## src/rtl/rca_lsq_arbiter.sv

```systemverilog
`default_nettype none
// ============================================================================
// Module   : rca_lsq_arbiter
// Purpose  : Shares one LSQ port among NUM_SLOTS grid PR slots. Each slot
//            has a one-entry holding register. A round-robin arbiter issues
//            one held request per cycle. Load data returns in order and is
//            routed back to the issuing slot through a tag FIFO.
// Revision : 1.0 - initial release
// ----------------------------------------------------------------------------
// Ports
//   clk                      clock, rising edge
//   rst                      asynchronous reset, active low
//   slot_addr/slot_data      per-slot request address / store data
//   slot_fn3                 per-slot access size/sign code
//   slot_load/slot_store     per-slot request type
//   slot_new_request         per-slot request strobe
//   slot_lsq_full            per-slot back-pressure (holding register busy)
//   slot_rd_valid            one-hot load-data return strobe
//   slot_rd_data             shared load return data (0 when idle)
//   lsq_addr/lsq_data/lsq_fn3/lsq_load/lsq_store/lsq_new_request
//                            shared LSQ request port
//   lsq_full                 LSQ cannot accept a request this cycle
//   lsq_rd_valid/lsq_rd_data in-order load data returned by the LSQ
//   err_overflow             sticky: strobe arrived while slot was busy
//   err_underflow            sticky: load data arrived with no tag pending
// ============================================================================
module rca_lsq_arbiter #(
  parameter int NUM_SLOTS = 4,
  parameter int TAG_DEPTH = 4,
  parameter int XLEN      = 32
) (
  input  logic                            clk,
  input  logic                            rst,
  input  logic [NUM_SLOTS-1:0][XLEN-1:0]  slot_addr,
  input  logic [NUM_SLOTS-1:0][XLEN-1:0]  slot_data,
  input  logic [NUM_SLOTS-1:0][2:0]       slot_fn3,
  input  logic [NUM_SLOTS-1:0]            slot_load,
  input  logic [NUM_SLOTS-1:0]            slot_store,
  input  logic [NUM_SLOTS-1:0]            slot_new_request,
  output logic [NUM_SLOTS-1:0]            slot_lsq_full,
  output logic [NUM_SLOTS-1:0]            slot_rd_valid,
  output logic [XLEN-1:0]                 slot_rd_data,
  output logic [XLEN-1:0]                 lsq_addr,
  output logic [XLEN-1:0]                 lsq_data,
  output logic [2:0]                      lsq_fn3,
  output logic                            lsq_load,
  output logic                            lsq_store,
  output logic                            lsq_new_request,
  input  logic                            lsq_full,
  input  logic                            lsq_rd_valid,
  input  logic [XLEN-1:0]                 lsq_rd_data,
  output logic                            err_overflow,
  output logic                            err_underflow
);

  localparam int SLOT_W = (NUM_SLOTS > 1) ? $clog2(NUM_SLOTS) : 1;
  localparam int PTR_W  = (TAG_DEPTH > 1) ? $clog2(TAG_DEPTH) : 1;
  localparam int CNT_W  = PTR_W + 1;

  // Holding registers
  logic [NUM_SLOTS-1:0][XLEN-1:0] r_hold_addr;
  logic [NUM_SLOTS-1:0][XLEN-1:0] r_hold_data;
  logic [NUM_SLOTS-1:0][2:0]      r_hold_fn3;
  logic [NUM_SLOTS-1:0]           r_hold_load;
  logic [NUM_SLOTS-1:0]           r_hold_store;
  logic [NUM_SLOTS-1:0]           r_hold_valid;

  // Arbitration
  logic [SLOT_W-1:0]              r_rr_ptr;
  logic [NUM_SLOTS-1:0]           w_eligible;
  logic [SLOT_W:0]                w_cand;
  logic [SLOT_W-1:0]              w_grant_idx;
  logic                           w_found;
  logic                           w_grant;

  // Tag FIFO
  logic [TAG_DEPTH-1:0][SLOT_W-1:0] r_tag_mem;
  logic [PTR_W-1:0]               r_wr_ptr;
  logic [PTR_W-1:0]               r_rd_ptr;
  logic [CNT_W-1:0]               r_count;
  logic                           w_full;
  logic                           w_empty;
  logic                           w_push;
  logic                           w_pop;

  logic                           r_err_overflow;
  logic                           r_err_underflow;

  assign w_full  = (r_count == CNT_W'(TAG_DEPTH));
  assign w_empty = (r_count == '0);

  // Loads need a free tag entry; stores never return data so only the
  // LSQ itself can stall them.
  assign w_eligible = r_hold_valid & (r_hold_store | {NUM_SLOTS{~w_full}});

  // Rotating-priority search starting at r_rr_ptr.
  always_comb begin
    w_found     = 1'b0;
    w_grant_idx = '0;
    w_cand      = '0;
    for (int k = 0; k < NUM_SLOTS; k++) begin
      w_cand = {1'b0, r_rr_ptr} + (SLOT_W + 1)'(k);
      if (w_cand >= (SLOT_W + 1)'(NUM_SLOTS)) begin
        w_cand = w_cand - (SLOT_W + 1)'(NUM_SLOTS);
      end
      if (!w_found && w_eligible[w_cand[SLOT_W-1:0]]) begin
        w_found     = 1'b1;
        w_grant_idx = w_cand[SLOT_W-1:0];
      end
    end
  end

  assign w_grant = w_found & ~lsq_full;
  assign w_push  = w_grant & r_hold_load[w_grant_idx];
  // Pop only against tags pushed in earlier cycles: no push-to-pop bypass.
  assign w_pop   = lsq_rd_valid & ~w_empty;

  // Holding registers and round-robin pointer
  always_ff @(posedge clk or negedge rst) begin
    if (!rst) begin
      r_hold_addr  <= '0;
      r_hold_data  <= '0;
      r_hold_fn3   <= '0;
      r_hold_load  <= '0;
      r_hold_store <= '0;
      r_hold_valid <= '0;
      r_rr_ptr     <= '0;
    end else begin
      for (int i = 0; i < NUM_SLOTS; i++) begin
        if (slot_new_request[i] && !r_hold_valid[i]) begin
          // A request with neither type bit is dropped; both set means load.
          r_hold_valid[i] <= slot_load[i] | slot_store[i];
          r_hold_load[i]  <= slot_load[i];
          r_hold_store[i] <= slot_store[i] & ~slot_load[i];
          r_hold_addr[i]  <= slot_addr[i];
          r_hold_data[i]  <= slot_data[i];
          r_hold_fn3[i]   <= slot_fn3[i];
        end else if (w_grant && (w_grant_idx == SLOT_W'(i))) begin
          r_hold_valid[i] <= 1'b0;
        end
      end
      if (w_grant) begin
        r_rr_ptr <= (w_grant_idx == SLOT_W'(NUM_SLOTS - 1)) ? '0 : w_grant_idx + 1'b1;
      end
    end
  end

  // Tag FIFO and sticky error flags
  always_ff @(posedge clk or negedge rst) begin
    if (!rst) begin
      r_tag_mem       <= '0;
      r_wr_ptr        <= '0;
      r_rd_ptr        <= '0;
      r_count         <= '0;
      r_err_overflow  <= 1'b0;
      r_err_underflow <= 1'b0;
    end else begin
      if (w_push) begin
        r_tag_mem[r_wr_ptr] <= w_grant_idx;
        r_wr_ptr            <= r_wr_ptr + 1'b1;
      end
      if (w_pop) begin
        r_rd_ptr <= r_rd_ptr + 1'b1;
      end
      if (w_push && !w_pop) begin
        r_count <= r_count + 1'b1;
      end else if (!w_push && w_pop) begin
        r_count <= r_count - 1'b1;
      end
      if (|(slot_new_request & r_hold_valid)) begin
        r_err_overflow <= 1'b1;
      end
      if (lsq_rd_valid && w_empty) begin
        r_err_underflow <= 1'b1;
      end
    end
  end

  // Output drive
  always_comb begin
    slot_rd_valid = '0;
    if (w_pop) begin
      slot_rd_valid[r_tag_mem[r_rd_ptr]] = 1'b1;
    end
  end

  assign slot_rd_data    = w_pop   ? lsq_rd_data               : '0;
  assign slot_lsq_full   = r_hold_valid;
  assign lsq_new_request = w_grant;
  assign lsq_addr        = w_grant ? r_hold_addr[w_grant_idx]  : '0;
  assign lsq_data        = w_grant ? r_hold_data[w_grant_idx]  : '0;
  assign lsq_fn3         = w_grant ? r_hold_fn3[w_grant_idx]   : 3'b000;
  assign lsq_load        = w_grant & r_hold_load[w_grant_idx];
  assign lsq_store       = w_grant & r_hold_store[w_grant_idx];
  assign err_overflow    = r_err_overflow;
  assign err_underflow   = r_err_underflow;

endmodule
`default_nettype wire

```

## config.mk

```make
export PLATFORM = sky130hd
export DESIGN_NAME = rca_lsq_arbiter
export DESIGN_NICKNAME = d
export VERILOG_FILES = /design/src/rtl/rca_lsq_arbiter.sv
export SDC_FILE = /design/constraint.sdc
export NUM_CORES = 1
export LEC_CHECK = 0
export CORE_MARGIN = 2
export CORE_UTILIZATION = 51
export DETAILED_ROUTE_END_ITERATION = 7
export HOLD_SLACK_MARGIN = 0.05
export PLACE_DENSITY = 0.93
export SETUP_SLACK_MARGIN = 0.02
export SYNTH_ARGS = -nofsm -noshare
export SYNTH_HDL_FRONTEND = slang
export SYNTH_SLANG_ARGS = --single-unit
```

## constraint.sdc

```tcl
create_clock -name clk -period 4.7 [get_ports clk]
set_input_delay 0.94 -clock clk [delete_from_list [all_inputs] [get_ports clk]]
set_output_delay 0.94 -clock clk [all_outputs]
set_load 0.01 [all_outputs]
```

==> summary by stage <==
Min path
The path type of the worst min-delay path is register to register. The startpoint of the lowest-slack hold path is err_underflow. Counting instances, the worst hold path has a depth of 1. For hold timing, the worst endpoint is err_underflow.

Critical path
The kind of launch point of the worst setup path is a register. The critical path data required time is approximately 3.8 ns. The element type at the critical path end is an output pin. The cell depth of the worst flop-to-flop path is 13. The endpoint identified for the worst register-to-register timing path is r_count[2].

The worst setup path is of the register to output pin kind. Data arrives at the worst endpoint at 3.68 ns. The worst register-to-register path begins at r_count[1].

In this run the worst path has a maximum fanout of between 40 and 50. In this run the register-to-register setup slack is around 1.1 ns.

Floorplanning
The total I/O pin count is ~430. The initial utilization of the core area, before any placement, comes to 0.516. The die covers roughly 0.029 mm^2. The x dimension of the die is ~170 um.

After floorplanning, the core was sized to cover between 0.02 and 0.03 mm^2. The floorplan row count is 61. From bottom edge to top edge, the die measures between 150 and 200 um.

Yosys
For this run, the number of Yosys warnings is 0. The number of flip-flops and latches in the synthesized netlist is between 200 and 300. The portion of synthesized cell area occupied by the leading cell type is 0.523. The count of flip-flops with a built-in enable after synthesis is 0. The post-synth design cell area is approximately 0.014 mm^2. The mean instance size in the synthesized netlist is around 13 um^2. For this run, the register share of the synthesized area comes to 0.523.

Counting every net in the synthesized netlist gives about 1400. Counting distinct cell types in the post-synthesis netlist gives 47. The main flop type after synthesis is dfrtp_1. Ranked by total cell area, the synthesized netlist is headed by dfrtp_1 52%, mux2_2 22%, a211oi_1 7.1%. The share of async-settable or async-resettable flops after synthesis is 1.00. The biggest area contributor in the post-synthesis netlist is dfrtp_1. The instance count of the mapped netlist is around 1100.

CTS
The tree is rooted in a clkbuf_16. The hold buffer count at CTS is 0. The tree built by TritonCTS fans out to approximately 300 sinks. The deepest clock path buffer count is 3. TritonCTS built the clock tree.

In this run, CTS created clock tree buffers numbering 31. In this run the number of H-tree levels came out at 1. The register clock-pin slew on the reported worst setup and hold paths is ~0.060 ns. Clock latency on the worst-skew pair, taken at its later pin, is 0.56 ns.

Timing
The final critical-path required period is ~4.6 ns. In this run the tightest slew margin relative to its limit is 0.223. The worst path meets setup with between 0.08 and 0.09 ns of slack. The number of max-slew violations in the final report came to 0.

Based on the critical path, the design can be clocked at up to between 200 and 250 MHz. The number of hold violations in the final report was 0. Setup violations remaining at the end of the flow were counted as 0. For the pin with the worst max-slew slack, the measured transition is ~1.2 ns. The final cycle utilization of the critical path is 0.982.

The final clock skew is 0.0249 ns.

Place
The worst setup timing slack at the placement stage is ~0.32 ns. Routability-driven placement finished with a final weighted congestion of approximately 0.90. The count of buffers added on input and output ports is between 400 and 500. The placed wire-length estimate after detailed placement is around 29000 um.

Power and ir drop
The analysis attributes to cell leakage a power of slightly above 8 nW. Overall power consumption after layout is estimated at around 16 mW. IR analysis of the VDD net gives a maximum drop of between 0.4 and 0.5 mV. Dividing total power by cell area gives a power density of approximately 790 mW/mm^2.

Detailed routing
Across all layers, the routed design uses 11039 vias. Summed over all layers, the routed wires come to between 40000 and 50000 um. The post-detailed-route via-to-cell ratio is slightly below 6. The number of violations reported at the end of detailed-routing iteration 0 is 603.

The pre-antenna-repair detailed-routing pass consisted of 5 iterations. The mean routed wirelength per cell is around 23 um. In the routed design, unresolved DRC markers number 0. The number of nets with antenna violations after routing is 0.

Outcome
The flow ran to the end, and the final reports show no timing, DRC or antenna violations.

Layout
The share of layout cells above drive strength 1 is 0.253. The layout-stage area growth over the synthesis result is 41.7%. For this run, the post-layout net count is roughly 1800. The filler cells instantiated in the layout total between 1500 and 2000.

Run
The max-cap violation count is 0.

GRT
The global-route usage over all layers is 0.292. The initial antenna violation count is 10. The via count of the first global-routing pass came to around 12000. The first global-routing pass estimated 65800 um of wire. The remaining global-route overflow is 0. Entering global routing, the biggest net connects ~130 pins.
[worst max path at each step]
| stage | from | endpoint | cells after the start |
|---|---|---|---|
| after CTS | r_count[0] | lsq_data[1] | 9 |
| after floorplan | r_count[1] | lsq_store | 10 |
| after global placement | r_count[0] | lsq_data[19] | 8 |
| after detailed placement | r_count[1] | lsq_data[25] | 8 |
| after global routing | r_count[0] | lsq_addr[19] | 9 |
| final | r_count[1] | lsq_addr[19] | 9 |
[Yosys cell counts, types with 3 or more instances]
cell	n
a211oi_1	136
a21oi_1	3
and2_1	32
buf_2	24
buf_4	3
buf_6	8
clkbuf_1	50
dfrtp_1	299
ha_1	9
inv_1	15
mux2_1	4
mux2_2	273
mux2i_1	67
nand2_1	20
nand2b_1	3
nand3_1	9
nand3b_1	5
nor2_1	6
nor2b_1	72
o21ai_0	20
o22ai_1	7
xnor2_1	4
[where the power goes]
group          internal (mW)  switching [mW]
Sequential              3.90           0.851
Clock                   1.50            1.00
Combinational           4.46            4.24
Total                   9.87            6.09
[layout by cell type (no fill, tap or decap), types with 4 or more instances in the layout]
| cell | n |
|---|---|
| clkbuf_8 | 12 |
| a211oi_2 | 7 |
| clkbuf_16 | 31 |
| xnor2_1 | 4 |
| nor2b_1 | 66 |
| nand3b_1 | 5 |
| mux2i_1 | 67 |
| o22ai_1 | 7 |
| mux2_2 | 273 |
| and2_1 | 32 |
| nand2_1 | 20 |
| diode_2 | 12 |
| nor2_1 | 6 |
| a211oi_1 | 129 |
| buf_4 | 13 |
| o21ai_0 | 20 |
| nor2b_4 | 4 |
| dlymetal6s2s_1 | 9 |
| clkdlybuf4s50_1 | 417 |
| clkbuf_1 | 6 |
| ha_1 | 9 |
| nand3_1 | 9 |
| inv_1 | 15 |
| dfrtp_1 | 296 |
| mux2_1 | 4 |
| buf_12 | 7 |
[metal layers]
layer	up-vias	routed length, um	global-route usage	share of wire
met1	5549	15900	0.332	0.36
li1	4826	-	-	-
met4	0	2510	0.162	0.057
met5	-	0	0	0
met3	145	3440	0.0699	0.079
met2	519	21800	0.506	0.50
[area by class of cell]
cell class,instances,area [um^2],share of cell area
inverter,17,77.6,0.00383
sequential,299,7490,0.370
tap,378,473,0.0234
timing repair inverter,1,6.26,0.000309
multi-input combinational,700,6440,0.318
clock buffer,49,963,0.0476
timing repair buffer,453,4680,0.231
clock inverter,7,91.3,0.00451
antenna,12,30.0,0.00148
[timing repair]
action                     CTS  global route
buffers inserted             1             0
resized for setup           10            21
pin swaps                    1             1
hold endpoints to repair     0             0
setup endpoints to repair   66            44
cloned                       3             0
[sequential cells by signal, indices dropped and copies added, names as in the netlist]
name           count
r_rd_ptr           2
r_hold_fn3        12
r_hold_store       4
r_hold_load        4
r_hold_data      128
r_wr_ptr           2
r_rr_ptr           2
r_count            3
r_tag_mem          8
slot_lsq_full      4
r_hold_addr      128
err_underflow      1
err_overflow       1
[critical path, stage by stage, from the launching register on]
cell and delay [ns]:
dfrtp_2 0.49, nor4b_2 0.38, o311ai_1 0.21, a211oi_4 0.38
buf_12 0.20, buf_12 0.25, nor2b_1 0.10, a211oi_1 0.45
a211oi_2 0.11, clkdlybuf4s50_1 0.51
[metrics by stage]
stage          hold WS [ns]  std cells  TNS (ns)  cell area [um^2]  utilization
2_1_floorplan         0.452       1101         0             14300            -
3_3_place_gp          0.442       1844         0             19000        0.684
3_5_place_dp          0.447       1844         0             19000        0.684
4_1_cts               0.461       1904         0             20100        0.727
5_1_grt               0.488       1913   -0.0172             20200        0.731
6_report              0.461       1916         0             20300        0.731
[cells by family (layout without fill, tap and decap cells)]
family / count (synthesis) / in the layout / share of synthesized area
and+or+nand+nor: 157 / 157 / 0.0660
muxes: 349 / 349 / 0.271
adders and majority gates: 10 / 10 / 0.00928
DFF: 299 / 299 / 0.523
buffers and inverters: 102 / 527 / 0.0339
xor gates and xnor gates: 6 / 6 / 0.00368
other: 0 / 12 / 0
AOI/OAI and AO/OA: 178 / 178 / 0.0924
No activity file was read; power rests on OpenSTA's default activity.
